--- config.mk ---
export PLATFORM = sky130hd
export DESIGN_NAME = hazard_ctrl
export DESIGN_NICKNAME = d
export VERILOG_FILES = /design/src/rtl/hazard_ctrl_pkg.sv /design/src/rtl/hazard_ctrl_hz_timer.sv /design/src/rtl/hazard_ctrl.sv
export SDC_FILE = /design/constraint.sdc
export NUM_CORES = 1
export LEC_CHECK = 0
export CORE_UTILIZATION = 40
export DETAILED_ROUTE_END_ITERATION = 6
export GPL_ROUTABILITY_DRIVEN = 0
export PLACE_DENSITY = 0.67
export SYNTH_ARGS = -nofsm -noshare
export SYNTH_HDL_FRONTEND = slang
export SYNTH_HIERARCHICAL = 1
export SYNTH_SLANG_ARGS = --single-unit
--- constraint.sdc ---
create_clock -name clk -period 2.84 [get_ports clk]
set_input_delay 0.426 -clock clk [delete_from_list [all_inputs] [get_ports clk]]
set_output_delay 0.426 -clock clk [all_outputs]
set_load 0.02 [all_outputs]
--- src/rtl/hazard_ctrl_pkg.sv ---
// rtl/hazard_ctrl_pkg.sv - shared types for the pipeline hazard sequencer
package hazard_ctrl_pkg;

  typedef enum logic [1:0] {
    RUN      = 2'd0,
    LOAD_USE = 2'd1,
    MEM_WAIT = 2'd2,
    REDIRECT = 2'd3
  } hz_state_e;

  typedef struct packed {
    logic en_f;
    logic en_d;
    logic en_e;
    logic en_w;
    logic flush_d;
    logic flush_e;
    logic flush_w;
  } hz_ctrl_t;

  localparam hz_ctrl_t CTRL_RUN   = '{en_f: 1'b1, en_d: 1'b1, en_e: 1'b1, en_w: 1'b1,
                                      flush_d: 1'b0, flush_e: 1'b0, flush_w: 1'b0};
  localparam hz_ctrl_t CTRL_RESET = '{en_f: 1'b0, en_d: 1'b0, en_e: 1'b0, en_w: 1'b0,
                                      flush_d: 1'b1, flush_e: 1'b1, flush_w: 1'b1};

  function automatic logic all_enabled(hz_ctrl_t c);
    return c.en_f & c.en_d & c.en_e & c.en_w;
  endfunction

endpackage

--- src/rtl/hazard_ctrl_hz_timer.sv ---
// rtl/hazard_ctrl_hz_timer.sv - loadable up-counter with terminal-count flag
module hz_timer #(
  parameter int W  = 8,
  parameter int TC = 1
) (
  input  logic         clk,
  input  logic         rst,
  input  logic         load,
  input  logic [W-1:0] load_val,
  input  logic         inc,
  output logic         tc
);

  logic [W-1:0] count;

  always_ff @(posedge clk) begin
    if (rst) begin
      count <= '0;
    end else if (load) begin
      count <= load_val;
    end else if (inc) begin
      count <= count + 1'b1;
    end
  end

  assign tc = (count == W'(TC));

endmodule

--- src/rtl/hazard_ctrl.sv ---
// rtl/hazard_ctrl.sv - stall/flush sequencer for the 4-stage pipeline
module hazard_ctrl
  import hazard_ctrl_pkg::*;
#(
  parameter int FLUSH_CYCLES = 2,
  parameter int MEM_TIMEOUT  = 255,
  parameter int CNT_W        = 32
) (
  input  logic             clk,
  input  logic             rst,
  input  logic [4:0]       d_rs1,
  input  logic [4:0]       d_rs2,
  input  logic             d_use_rs1,
  input  logic             d_use_rs2,
  input  logic [4:0]       e_rd,
  input  logic             e_is_load,
  input  logic             mem_req,
  input  logic             mem_ack,
  input  logic             wb_jmp_tk,
  output logic             en_f,
  output logic             en_d,
  output logic             en_e,
  output logic             en_w,
  output logic             flush_d,
  output logic             flush_e,
  output logic             flush_w,
  output logic             mem_err,
  output logic [CNT_W-1:0] stall_cnt
);

  localparam int RD_W = $clog2(FLUSH_CYCLES + 1);
  localparam int MT_W = $clog2(MEM_TIMEOUT + 1);

  hz_state_e state, state_nx;
  hz_ctrl_t  ctrl;
  logic      lu;
  logic      rd_load, rd_inc, rd_tc;
  logic      mt_load, mt_inc, mt_tc;

  assign lu = e_is_load && (e_rd != 5'd0) &&
              ((d_use_rs1 && (d_rs1 == e_rd)) || (d_use_rs2 && (d_rs2 == e_rd)));

  hz_timer #(.W(RD_W), .TC(FLUSH_CYCLES - 1)) u_redirect_timer (
    .clk      (clk),
    .rst      (rst),
    .load     (rd_load),
    .load_val (RD_W'(1)),
    .inc      (rd_inc),
    .tc       (rd_tc)
  );

  hz_timer #(.W(MT_W), .TC(MEM_TIMEOUT)) u_mem_timer (
    .clk      (clk),
    .rst      (rst),
    .load     (mt_load),
    .load_val (MT_W'(1)),
    .inc      (mt_inc),
    .tc       (mt_tc)
  );

  always_ff @(posedge clk) begin
    if (rst) begin
      state <= RUN;
    end else begin
      state <= state_nx;
    end
  end

  always_comb begin
    ctrl     = CTRL_RUN;
    state_nx = state;
    mem_err  = 1'b0;
    rd_load  = 1'b0;
    rd_inc   = 1'b0;
    mt_load  = 1'b0;
    mt_inc   = 1'b0;
    unique case (state)
      RUN, LOAD_USE: begin
        state_nx = RUN;
        if (wb_jmp_tk) begin
          ctrl.flush_d = 1'b1;
          ctrl.flush_e = 1'b1;
          ctrl.flush_w = 1'b1;
          rd_load      = 1'b1;
          if (FLUSH_CYCLES > 1) state_nx = REDIRECT;
        end else if (mem_req && !mem_ack) begin
          ctrl     = '0;
          mt_load  = 1'b1;
          state_nx = MEM_WAIT;
        end else if (lu && (state == RUN)) begin
          // The bubble lets the load reach writeback; LOAD_USE must not re-stall on it.
          ctrl.en_f    = 1'b0;
          ctrl.en_d    = 1'b0;
          ctrl.flush_e = 1'b1;
          state_nx     = LOAD_USE;
        end
      end
      REDIRECT: begin
        ctrl.flush_d = 1'b1;
        ctrl.flush_e = 1'b1;
        if (wb_jmp_tk) begin
          rd_load = 1'b1;
        end else if (rd_tc) begin
          state_nx = RUN;
        end else begin
          rd_inc = 1'b1;
        end
      end
      MEM_WAIT: begin
        // A redirect arriving here is dropped; writeback is frozen and re-presents it.
        if (mem_ack) begin
          state_nx = RUN;
        end else if (mt_tc) begin
          mem_err      = 1'b1;
          ctrl.flush_e = 1'b1;
          ctrl.flush_w = 1'b1;
          state_nx     = RUN;
        end else begin
          ctrl   = '0;
          mt_inc = 1'b1;
        end
      end
    endcase
    if (rst) begin
      ctrl    = CTRL_RESET;
      mem_err = 1'b0;
    end
  end

  always_ff @(posedge clk) begin
    if (rst) begin
      stall_cnt <= '0;
    end else if (!all_enabled(ctrl)) begin
      stall_cnt <= stall_cnt + 1'b1;
    end
  end

  assign en_f    = ctrl.en_f;
  assign en_d    = ctrl.en_d;
  assign en_e    = ctrl.en_e;
  assign en_w    = ctrl.en_w;
  assign flush_d = ctrl.flush_d;
  assign flush_e = ctrl.flush_e;
  assign flush_w = ctrl.flush_w;

endmodule

==> results of run 1 <==
## cell usage in the layout (no fill, tap or decap), types with 5 or more instances in the layout
| cell | instances |
|---|---|
| a21oi_1 | 34 |
| and2_1 | 7 |
| buf_4 | 17 |
| clkbuf_8 | 5 |
| clkdlybuf4s50_1 | 57 |
| conb_1 | 10 |
| dfxtp_1 | 44 |
| inv_1 | 8 |
| nand2_1 | 26 |
| nand3_1 | 10 |
| nand4_1 | 14 |
| nor2_1 | 18 |
| o21ai_0 | 11 |
| o21ai_1 | 9 |
| o31ai_1 | 10 |
| or3_1 | 20 |
| or4_1 | 8 |
| xnor2_1 | 11 |
| xor2_1 | 6 |
## cell type report
class                      count  area (um2)  share of cell area
timing repair buffer          79         731               0.212
clock inverter                 3        42.5              0.0124
sequential                    44         881               0.256
tap                           75        93.8              0.0273
clock buffer                   5        68.8              0.0200
multi-input combinational    249        1590               0.463
inverter                       8        30.0             0.00873
## cell families after synthesis
group | after synthesis | synth area share
other cells | 2 | 0.00293
flops | 44 | 0.344
buf+inv | 24 | 0.0488
mux | 2 | 0.00830
xor+xnor | 17 | 0.0581
fa+ha+maj | 3 | 0.0146
simple gates | 133 | 0.313
compound gates | 84 | 0.211
## state kept, by name, indices dropped and copies added, names as in the netlist
register                count
stall_cnt                  32
u_mem_timer/count           8
state                       2
u_redirect_timer/count      2
## timing repair
| item | CTS | global route |
|---|---|---|
| gates resized for setup | 13 | 3 |
| endpoints found under the setup margin | 5 | 3 |
| pin swaps | 1 | 2 |
## report_power, final
part           total [W]  internal (W)  switching (W)
registers       0.000655      0.000635      0.0000207
clock network   0.000479      0.000260       0.000219
logic           0.000234      0.000115       0.000120
total            0.00137       0.00101       0.000359
## metrics by stage
stage	total power, W	setup WS (ns)	TNS [ns]	hold WS [ns]
2_1_floorplan	0.000810	0.511	0	0.475
4_1_cts	0.00139	0.0229	0	0.495
3_3_place_gp	0.000904	-0.291	-0.870	0.468
6_report	0.00137	0.101	0	0.497
5_1_grt	0.00144	0.0169	0	0.522
3_5_place_dp	0.000909	-0.304	-0.896	0.480
## worst min-delay path, cell delays in order, from the launching register on
cell     delay (ns)
dfxtp_1        0.33
o31ai_1        0.07
a21oi_1        0.06
## metal layers
metal / GRT usage / up-vias / wire, um
li1: - / 1291 / -
met1: 0.246 / 1179 / 2950
met2: 0.312 / 49 / 2840
met3: 0.0411 / 2 / 310
met4: 0.0544 / 0 / 35
met5: 0 / - / 0
## path summary, 6_finish.rpt
kind	start	end	slack, ns	cells past startpoint
setup / recovery	e_rd[1]	flush_e	0.10	7
setup reg to reg	u_mem_timer/count[1]$_SDFFE_PP0P_	stall_cnt[8]$_SDFFE_PP0N_	0.34	11
hold / removal	stall_cnt[31]$_SDFFE_PP0N_	stall_cnt[31]$_SDFFE_PP0N_	0.50	2
hold reg to reg	stall_cnt[31]$_SDFFE_PP0N_	stall_cnt[31]$_SDFFE_PP0N_	0.50	2
==> flow_summary_export.csv, run 1 <==
group,metric,value,unit
synth,netlist.area_leader.share,0.344,
synth,synth_flop_cell,"dfxtp_1",
clock_network,cts_sinks,44,
grt,grt_use_total,0.189,
finish,final_cell_area,0.00344,mm2
min_path,hold_class,"reg2reg",
critical_path,slowest_stage,"or4_4",
critical_path,cp.arrival,2.31,ns
finish,diodes,0,
grt,grt_max_degree,40,
synth,synth_area,0.00256,mm2
flow_run,drv_cap,0,
synth,synth-edff-count,0,
floorplan,die_h,82.1,um
sta,fin_crit,2.74,ns
critical_path,crit_buf_inv,2,
sta,hold_viol_final,0,
detailed_routing,via_per_inst,5.44,
detailed_routing,first_pass_iters,4,
detailed_routing,ant_nets,0,
critical_path,setup.worst_path.start_class,"input pin",
critical_path,crit_chain,"clkdlybuf4s50_1 > or4_4 > o211ai_2 > a21oi_1 > and2_1 > or3b_1 > buf_2",
synth,synth_area_leaders,"dfxtp_1 34%, a21oi_1 6.6%, or3_1 4.9%",
sta,fmax,365,MHz
clock_network,cts-htree-levels,2,
power,vdd_drop_max,300,uV
critical_path,endpoint_kind,"output port",
clock_network,post_cts_buffers,0,
critical_path,crit_fanout,2,
placed_design,port_buffers,62,
detailed_routing,post_drt_wl_per_cell,13.3,um
clock_network,cts_root_buf,"clkbuf_8",
synth,synth_top_area_cell,"dfxtp_1",
finish,layout.nets,413,
synth,seq_area_frac_synth,0.344,
synth,postSynth.asyncResetShare,0,
power,p_leak,1.16,nW
synth,synthTopCellsByCount,"44 x dfxtp_1, 34 x a21oi_1, 26 x nand2_1",
sta,post-route-period-util,0.964,
detailed_routing,drt_iter0_drc,121,
grt,grt_pass1_wl,9990,um
synth,synth.avg_cell_area,8.30,um2
power,power.density,398,mW/mm2
clock_network,holdBufCountCts,0,
detailed_routing,wirelength,6140,um
synth,synthCells,309,
outcome,outcome,"finished clean",
sta,rsz0062_at_grt,"no",
placed_design,dpl.cell_count,455,
detailed_routing,vias,2521,
finish,drive_gt1_frac,0.116,
critical_path,critPathKind,"in2out",
grt,antenna_found_initial,0,
finish,final_core_util,0.568,
floorplan,io_pins,63,
finish,areaGrowthSynthToFinish,34.2,%
synth,ys_warn_count,6,
placed_design,dp_hpwl,4530,um
synth,yosysMostFrequentCell,"dfxtp_1",
finish,final_cells,463,
grt,grt_pass1_vias,2233,
floorplan,start_util,0.423,
synth,ys_types,58,
critical_path,cp_top_family,"simple AND/OR/NAND/NOR gates",
synth,ys_ff_latch,44,
clock_network,cts_buffer_depth,2,
sta,maxSlewViolCount,0,
grt,grt-ovfl-total,0,
floorplan,die-area,0.00673,mm2
placed_design,placed_area,0.00334,mm2
sta,setup_viol,0,
floorplan,fp.coreArea,0.00606,mm2
detailed_routing,route.detailed.drc,0,
clock_network,tritoncts,"done",
sta,skew,0.00970,ns
clock_network,clk_pin_slew,0.09,ns
clock_network,clk_latency,0.30,ns
clock_network,cts_buffers,5,
finish,fill_cells,598,
floorplan,die_x,82.1,um
critical_path,slowest_delay,0.54,ns
floorplan,placementRows,28,
critical_path,cp.required,2.41,ns
(Power assumes the default switching activity.)
==> run 2: changes to the inputs <==
--- a/config.mk
+++ b/config.mk
@@ -5,10 +5,10 @@
 export SDC_FILE = /design/constraint.sdc
 export NUM_CORES = 1
 export LEC_CHECK = 0
+export ABC_AREA = 1
 export CORE_UTILIZATION = 40
 export DETAILED_ROUTE_END_ITERATION = 6
 export GPL_ROUTABILITY_DRIVEN = 0
-export PLACE_DENSITY = 0.67
 export SYNTH_ARGS = -nofsm -noshare
 export SYNTH_HDL_FRONTEND = slang
 export SYNTH_HIERARCHICAL = 1
==> run 2 against run 1 <==
Net effect:
- sequential cell count is the same
- routed wire length grew 31%
- global-route usage grew 1.3 points
- setup slack gained 0.098 ns
- sequential power shrank 0.8%
- register-to-register slack gained 0.42 ns
- first-iteration DRC count grew 34%
- critical path depth grew 4
- cell area grew 14%
- combinational power shrank 5%
- fmax grew 3.7%
- final cell count grew 48%
- critical path type is now reg2out
- critical endpoint is now en_w
- largest cell class unchanged
==> flow_summary_export.csv, run 2 <==
group,metric,value,unit
clock_network,clk_latency,0.30,ns
synth,ys_types,32,
sta,setup-tns-final,0,ns
floorplan,die_h,90.3,um
finish,largest_reg_flops,32,
power,power_switching,0.000384,W
grt,grt-ovfl-total,0,
grt,grt_use_total,0.202,
floorplan,io_pins,63,
power,power.density,331,mW/mm2
critical_path,crit_chain,"ha_1 > nand2_2 > nor2_2 > nand3_1 > nor2_2 > nor2_1 > nand2_1 > nand2_1 > nor2_4 > buf_4 > dlygate4sd2_1",
min_path,whs_path_depth,2,
sta,rsz0062_at_grt,"yes",
detailed_routing,vias,3262,
placed_design,dp_hpwl,6080,um
critical_path,cp.required,2.41,ns
sta,fmax,379,MHz
critical_path,slowest_delay,0.39,ns
clock_network,tritoncts,"done",
critical_path,r2r-start,"u_mem_timer/count[0]$_SDFFE_PP0P_",
grt,antenna_found_initial,0,
power,power.total,0.00130,W
synth,ys_warn_count,6,
sta,skew,0.0124,ns
sta,maxSlewViolCount,0,
sta,whs,0.521,ns
synth,postSynth.asyncResetShare,0,
flow_run,drv_cap,0,
critical_path,rrSetupSlack,0.76,ns
power,seqPwrFrac,0.498,
critical_path,endpoint_kind,"output port",
outcome,outcome,"finished clean",
detailed_routing,ant_nets,0,
critical_path,crit_fanout,5,
floorplan,die-area,0.00816,mm2
finish,layout_common_cells,"169 x nand2_1, 66 x nor2_1, 55 x clkdlybuf4s50_1",
critical_path,r2r_cells,13,
power,p_int,0.000920,W
clock_network,cts_root_buf,"clkbuf_8",
clock_network,cts_buffers,5,
critical_path,cp.arrival,2.22,ns
detailed_routing,drt_iter0_drc,162,
power,vdd_drop_max,182,uV
synth,synth_flop_cell,"dfxtp_1",
finish,largest_register,"stall_cnt",
min_path,worst_hold_path.endpoint,"stall_cnt[23]$_SDFFE_PP0N_",
min_path,hold_class,"reg2reg",
synth,synth_top_area_cell,"dfxtp_1",
placed_design,port_buffers,62,
sta,fin_crit,2.64,ns
synth,yosysMostFrequentCell,"nand2_1",
finish,final_core_util,0.531,
finish,fill_cells,776,
finish,layout.nets,610,
critical_path,setup.worst_path.start_class,"flop",
synth,seq_area_frac_synth,0.282,
clock_network,cts_sinks,44,
placed_design,placed_area,0.00384,mm2
min_path,min_from,"stall_cnt[23]$_SDFFE_PP0N_",
grt,grt_max_degree,38,
synth,netlist.area_leader.share,0.282,
floorplan,die_x,90.3,um
critical_path,r2r-end,"stall_cnt[6]$_SDFFE_PP0N_",
clock_network,cts_buffer_depth,2,
grt,grt_pass1_wl,13700,um
power,combPwrFrac,0.171,
floorplan,placementRows,31,
detailed_routing,route.detailed.drc,0,
finish,drive_gt1_frac,0.0769,
sta,setup_viol,0,
floorplan,fp.coreArea,0.00741,mm2
detailed_routing,via_per_inst,4.77,
clock_network,clk_pin_slew,0.09,ns
synth,synthTopCellsByCount,"169 x nand2_1, 67 x nor2_1, 49 x inv_1, 49 x nand3_1, 44 x dfxtp_1",
synth,synthCells,516,
finish,final_cell_area,0.00394,mm2
critical_path,critPathKind,"reg2out",
finish,largestRegisters,"stall_cnt: 32 flops, u_mem_timer/count: 8 flops",
power,p_leak,1.59,nW
synth,synth.avg_cell_area,6.05,um2
detailed_routing,wirelength,8040,um
synth,synth_area,0.00312,mm2
floorplan,start_util,0.421,
synth,ys_ff_latch,44,
sta,post-route-period-util,0.930,
detailed_routing,first_pass_iters,4,
clock_network,cts-htree-levels,2,
detailed_routing,post_drt_wl_per_cell,11.8,um
finish,diodes,0,
synth,synth_area_leaders,"dfxtp_1 28%, nand2_1 20%, nor2_1 8.1%",
synth,synth-edff-count,0,
grt,grt_pass1_vias,3044,
power,sw_frac_of_total,0.294,
power,p_clk_frac,0.331,
finish,final_common_cell,"nand2_1",
critical_path,slowest_stage,"dfxtp_1",
finish,areaGrowthSynthToFinish,26.2,%
sta,hold_viol_final,0,
==> run 2: cell count changes in the layout (fill, tap and decap cells not counted), moves of 9 or more <==
cell / previous run / this run
nand2_1: 26 / 169
o21ai_0: 11 / 2
o31ai_1: 10 / 0
inv_1: 8 / 49
buf_4: 17 / 7
or3_1: 20 / 0
nor2_1: 18 / 66
nand4_1: 14 / 5
nand3_1: 10 / 49
==> run 2: cell type report <==
type,count,area (um2),share of cell area
timing repair buffer,69,668,0.170
sequential,44,881,0.224
multi-input combinational,408,1950,0.496
inverter,56,213,0.0540
tap,99,124,0.0315
clock inverter,2,15.0,0.00381
clock buffer,6,82.6,0.0210
==> run 2: per-layer routing <==
| layer | track usage | part of all wire | vias to the layer above |
|---|---|---|---|
| met5 | 0 | 0 | - |
| met4 | 0.0524 | 0.0085 | 0 |
| met3 | 0.0261 | 0.031 | 4 |
| met2 | 0.377 | 0.50 | 53 |
| met1 | 0.241 | 0.46 | 1453 |
| li1 | - | - | 1752 |
==> run 2: worst max path at each step <==
| stage | from | to | cells after the start |
|---|---|---|---|
| final | u_mem_timer/count[0]$_SDFFE_PP0P_ | en_w | 11 |
| after global routing | u_mem_timer/count[0]$_SDFFE_PP0P_ | en_w | 11 |
| after CTS | u_mem_timer/count[0]$_SDFFE_PP0P_ | mem_err | 8 |
| after detailed placement | u_mem_timer/count[0]$_SDFFE_PP0P_ | en_w | 11 |
| after global placement | u_mem_timer/count[0]$_SDFFE_PP0P_ | en_w | 11 |
| after floorplan | u_mem_timer/count[0]$_SDFFE_PP0P_ | en_f | 12 |
==> run 2: repair_timing <==
item,in CTS,in global routing
gates resized for setup,4,8
buffers inserted,0,0
endpoints found under the hold margin,0,0
hold buffers,0,0
setup endpoints to repair,4,7
==> run 2: worst max-delay path: cells and delay by family (launching register included) <==
family	cells	cell delay (ns)
flip-flops	1	0.39
buffers and inverters	2	0.48
adder cells (fa/ha/maj)	1	0.20
AND/OR/NAND/NOR	8	0.85
==> run 2: power groups by stage <==
| stage | Clock, W | Sequential [W] | Combinational, W |
|---|---|---|---|
| 6_report | 0.000432 | 0.000650 | 0.000223 |
| 5_1_grt | 0.000471 | 0.000653 | 0.000249 |
| 4_1_cts | 0.000453 | 0.000650 | 0.000226 |
| 3_5_place_dp | 0 | 0.000664 | 0.000229 |
| 3_3_place_gp | 0 | 0.000664 | 0.000228 |
| 2_1_floorplan | 0 | 0.000665 | 0.000141 |
==> run 2: cells by family (layout without fill, tap and decap cells) <==
group | count (synthesis) | in the layout | synth area share
and+or+nand+nor | 327 | 327 | 0.462
AOI/OAI and AO/OA | 48 | 48 | 0.0830
other | 2 | 10 | 0.00241
buffers and inverters | 72 | 133 | 0.102
adders and majority gates | 3 | 3 | 0.0120
DFF | 44 | 44 | 0.282
xor gates and xnor gates | 20 | 20 | 0.0561
==> run 2: through the flow <==
| stage | setup WS [ns] | instances |
|---|---|---|
| 2_1_floorplan | 0.643 | 524 |
| 3_3_place_gp | 0.233 | 676 |
| 3_5_place_dp | 0.198 | 676 |
| 4_1_cts | 0.0924 | 684 |
| 5_1_grt | -0.0730 | 684 |
| 6_report | 0.199 | 684 |
